### src/rtl/ram_dp_async_read.sv
// Simple dual-port RAM: one clocked write port and one combinational read port.
// An asynchronous active-low reset clears every word of the array.
module ram_dp_async_read #(
    parameter  int WIDTH     = 8,
    parameter  int DEPTH     = 16,
    localparam int DEPTH_LOG = (DEPTH > 1) ? $clog2(DEPTH) : 1
) (
    input  logic                 clk,
    input  logic                 rst_n,
    input  logic                 we_n,
    input  logic [DEPTH_LOG-1:0] addr_wr,
    input  logic [WIDTH-1:0]     data_wr,
    input  logic [DEPTH_LOG-1:0] addr_rd,
    output logic [WIDTH-1:0]     data_rd
);

    localparam bit POW2 = (DEPTH == (1 << DEPTH_LOG));

    logic [WIDTH-1:0] r_mem [DEPTH];
    logic             w_wr_in_range;
    logic             w_rd_in_range;
    logic             w_wr_fire;

    // With a power-of-two depth every address is legal, so no range compare is built.
    generate
        if (POW2) begin : g_full_range
            assign w_wr_in_range = 1'b1;
            assign w_rd_in_range = 1'b1;
        end else begin : g_partial_range
            assign w_wr_in_range = (int'(addr_wr) < DEPTH);
            assign w_rd_in_range = (int'(addr_rd) < DEPTH);
        end
    endgenerate

    // An X/Z on we_n never compares equal to 0, so it cannot trigger a write.
    assign w_wr_fire = (we_n === 1'b0) && w_wr_in_range;

    always_ff @(posedge clk or negedge rst_n) begin
        if (!rst_n) begin
            for (int i = 0; i < DEPTH; i++) begin
                r_mem[i] <= '0;
            end
        end else if (w_wr_fire) begin
            r_mem[addr_wr] <= data_wr;
        end
    end

    // No bypass of data_wr: the read port only ever sees committed storage.
    always_comb begin
        data_rd = '0;
        if (w_rd_in_range) begin
            data_rd = r_mem[addr_rd];
        end
    end

endmodule

### config.mk
export PLATFORM = sky130hd
export DESIGN_NAME = ram_dp_async_read
export DESIGN_NICKNAME = d
export VERILOG_FILES = /design/src/rtl/ram_dp_async_read.sv
export SDC_FILE = /design/constraint.sdc
export NUM_CORES = 1
export LEC_CHECK = 0
export ABC_CLOCK_PERIOD_IN_PS = 4000
export CAP_MARGIN = 20
export CORE_ASPECT_RATIO = 1.4
export CORE_MARGIN = 2
export CORE_UTILIZATION = 45
export CTS_CLUSTER_SIZE = 40
export DETAILED_ROUTE_END_ITERATION = 16
export GPL_TIMING_DRIVEN = 0
export SLEW_MARGIN = 20
export SYNTH_ARGS = -nofsm -noshare
export SYNTH_HDL_FRONTEND = slang
export SYNTH_SLANG_ARGS = --single-unit
### constraint.sdc
create_clock -name clk -period 4 [get_ports clk]
set_input_delay 0.8 -clock clk [delete_from_list [all_inputs] [get_ports clk]]
set_output_delay 0.8 -clock clk [all_outputs]
set_load 0.01 [all_outputs]
==> out/summary.md <==
The run gives 55.1% as the share of the yosys chip area belonging to registers. Number of pins exceeding their max-slew limit in the final report: 0. Final hold analysis gives a worst-case slack of 0.350 ns. During synthesis, Yosys emitted a total of 0 warnings. The critical path goes through clkdlybuf4s50_1 -> buf_2 -> mux4_2 -> a22oi_1 -> nand2_1 -> clkdlybuf4s50_1. The number of nets still failing antenna checks after routing came out at 0.

CTS placed an instance of clkbuf_16 at the clock tree root. The largest individual stage delay along the critical path comes from the cell clkdlybuf4s50_1. In this run the worst path has a maximum fanout of 10.

27 I/O pins were placed. The critical path in this run is classified as input port to output pin. The count of cells in the finished layout, fillers not included, comes to 571. The actual transition at the worst max-transition pin is 0.786 ns. The run gives 2.99 ns as the arrival time at the worst endpoint. VDD sags by at most 0.217 mV. The max-cap violation count came out at 0. Buffers placed on the I/O ports in this run total 25.

The logs give 20.2% for the overall track demand over capacity in global routing and 13,800 sq um for the die area. The placed cell area is 6280 sq um, and the global route total overflow is 0. For the number of setup violations in the final report, the log shows 0. The sequential cells in the finished layout cover a total of 3200 sq um. Number of antenna violations at the first check in global routing: 0.

After the first detailed-routing iteration, the DRC count stood at 107. The tools report the post-synthesis instance area as 5810 sq um. The kind of cell with the highest combined delay on the critical path was buffers and inverters.

The placed wire-length estimate after detailed placement came out at 8950 um. The effective utilization at floorplan is 45.5%. The run gives 13,000 um as the total detailed-routing wirelength.

Derived from the worst setup path, the maximum achievable clock frequency is 0.264 GHz. Instance count of the mapped netlist: 362. Most common cell type on the critical path: clkdlybuf4s50_1. When the netlist entered floorplanning its net count stood at 381. Headroom to the max-slew limit came out at 47.4%. Setup repair after global routing left no endpoint under its margin. In this run the post-CTS setup repair buffer count came out at 0.

The number of clock buffers added by TritonCTS is 17. The logs give 12,800 sq um for the floorplan core area and 0 for the cts-stage hold buffer count. The combined area of the multi-input logic cells was 2510 sq um; the clock-pin slew reported for the worst setup and hold paths after clock tree synthesis was 0.06 ns. Number of synthesized register bits: 128. The first global-routing pass estimated 20,400 um of wire. The final cell area excluding filler cells was 6830 sq um. The average detailed-routed wire length per instance works out to 22.7 um. Average cell area after synthesis: 16.0 sq um. The deepest clock path buffer count was 2; the first-pass iteration count of the detailed router was 4.

Number of filler cells placed in the layout: 1,052. For the maximum level of the CTS H-tree, the log shows 4. The remaining routing DRC violations was 0. Type of element capturing the critical path: an output pin.

The min-delay analysis places its worst path in the category input port to async pin. The proportion of layout cells with a drive suffix above 1 was 47.4%. The total clock sinks was 128. The congestion estimate from routability-driven global placement came to 0.795. The final layout contains 426 nets.

The via count of the first global-routing pass was 3,563. 0 antenna diodes ended up in the layout. Number of endpoints with negative hold slack in the final report: 0. The run finished with clean final reports. Once placement completed, the tool counted placed cells totaling 541. The number of rows in the core area came out at 49. The number of buffers and inverters on the critical path is 3. The worst path uses 94.7% of the clock period. TritonCTS built the clock tree. The library cells used most frequently in the layout, excluding fill and tap cells, are dfrtp_1 (128), mux2_2 (120), mux4_2 (32). The height of the chip is 138 um, and the delay contributed by the slowest stage of the critical path is 0.57 ns. For the worst setup path, the data required time is 3.20 ns.

In the routed layout, each cell is associated on average with a via count of 5.75. The setup skew after layout is 0 ns. Leakage power figure: 2.93 nW.

Most common cell after layout, fill and taps aside: dfrtp_1. The worst path needs 3.79 ns of the cycle, external delays included. The routed layout has 3,284 vias. Counting flops per register, the top entry is r_mem. The category of the worst setup path launch point was an input port. The later pin in the worst-skew pair is clocked with a latency of 0.41 ns.

The largest registers in the layout are r_mem (128). From left edge to right edge, the die measures 100 um. The layout overhead on the synthesized area came out at 17.6%.

The register with the most flip-flops in the layout has 128 of them. The netlist uses 20 different library cells. Entering global routing, the biggest net connects 75 pins. Power density relative to cell area: 563 nW/um^2.
cell families (layout without fill, tap and decap cells):
group	Yosys count	count (layout)	share of synthesized area (%)
AO/OA/AOI/OAI	16	16	2.07
buffers and inverters	22	78	1.68
flip-flops	128	128	55.1
multiplexers	160	160	37.2
AND/OR/NAND/NOR	36	36	3.88
worst paths after layout:
| kind | from | depth (start not counted) | slack [ns] | endpoint |
|---|---|---|---|---|
| setup / recovery | addr_rd[1] | 6 | 0.21 | data_rd[2] |
| hold / removal | rst_n | 1 | 0.35 | r_mem[81]$_DFFE_PN0P_ |
| setup reg to reg | r_mem[27]$_DFFE_PN0P_ | 1 | 3.21 | r_mem[27]$_DFFE_PN0P_ |
| hold reg to reg | r_mem[28]$_DFFE_PN0P_ | 1 | 0.49 | r_mem[28]$_DFFE_PN0P_ |
| max in group asynchronous | rst_n | 2 | 2.90 | r_mem[12]$_DFFE_PN0P_ |
| min in group clk | r_mem[28]$_DFFE_PN0P_ | 1 | 0.49 | r_mem[28]$_DFFE_PN0P_ |
per-layer routing:
layer | global-route usage, % | vias up | part of all wire [%]
met5 | 0 | - | 0
met4 | 6.92 | 0 | 1.8
met3 | 5.06 | 20 | 3.2
met2 | 32.4 | 52 | 52
met1 | 26.8 | 1744 | 43
li1 | - | 1468 | -
per-stage QoR:
stage | power (mW) | TNS [ns] | setup WS, ns | util, %
after global routing | 4.02 | 0 | 0.126 | 53.6
final | 3.85 | 0 | 0.210 | 53.6
after detailed placement | 2.43 | -0.672 | -0.134 | 49.2
after CTS | 3.88 | 0 | 0.210 | 53.6
after global placement | 2.38 | -341.76 | -2.68 | 49.0
after floorplan | 2.20 | 0 | 1.19 | -
report_power, final:
group	internal [mW]	switching [mW]	total (mW)
sequential	1.60	0.145	1.74
clock	0.908	0.534	1.44
combinational	0.426	0.235	0.661
cell usage after synthesis:
| cell type | n | share of area, % |
|---|---|---|
| and3_1 | 1 | 0.11 |
| buf_4 | 2 | 0.26 |
| dfrtp_1 | 128 | 55 |
| buf_1 | 3 | 0.19 |
| mux2_2 | 120 | 23 |
| a22oi_1 | 16 | 2.1 |
| nor2b_1 | 6 | 0.65 |
| mux4_2 | 32 | 12 |
| nand2_1 | 18 | 1.2 |
| buf_2 | 6 | 0.52 |
| or3_1 | 1 | 0.11 |
| nor2_1 | 2 | 0.13 |
| and2_1 | 1 | 0.11 |
| mux2_1 | 8 | 1.6 |
| nor3b_2 | 2 | 0.43 |
| clkbuf_1 | 11 | 0.71 |
| nor3b_4 | 2 | 0.65 |
| nor2_2 | 1 | 0.11 |
| nand3b_4 | 1 | 0.34 |
| nor3_1 | 1 | 0.086 |
final cells by class:
class                      count  share of cell area, %
sequential                   128                   46.9
multi-input combinational    212                   36.7
clock buffer                  24                   7.20
tap                          153                   2.80
timing repair buffer          26                   4.08
buffer                        22                   1.48
clock inverter                 6                  0.842
timing repair:
action                                  in CTS  in global routing
endpoints found under the hold margin        0                  0
endpoints found under the setup margin       7                  0
resized for setup                            3                  0
Power figures use the tool's default switching activity.
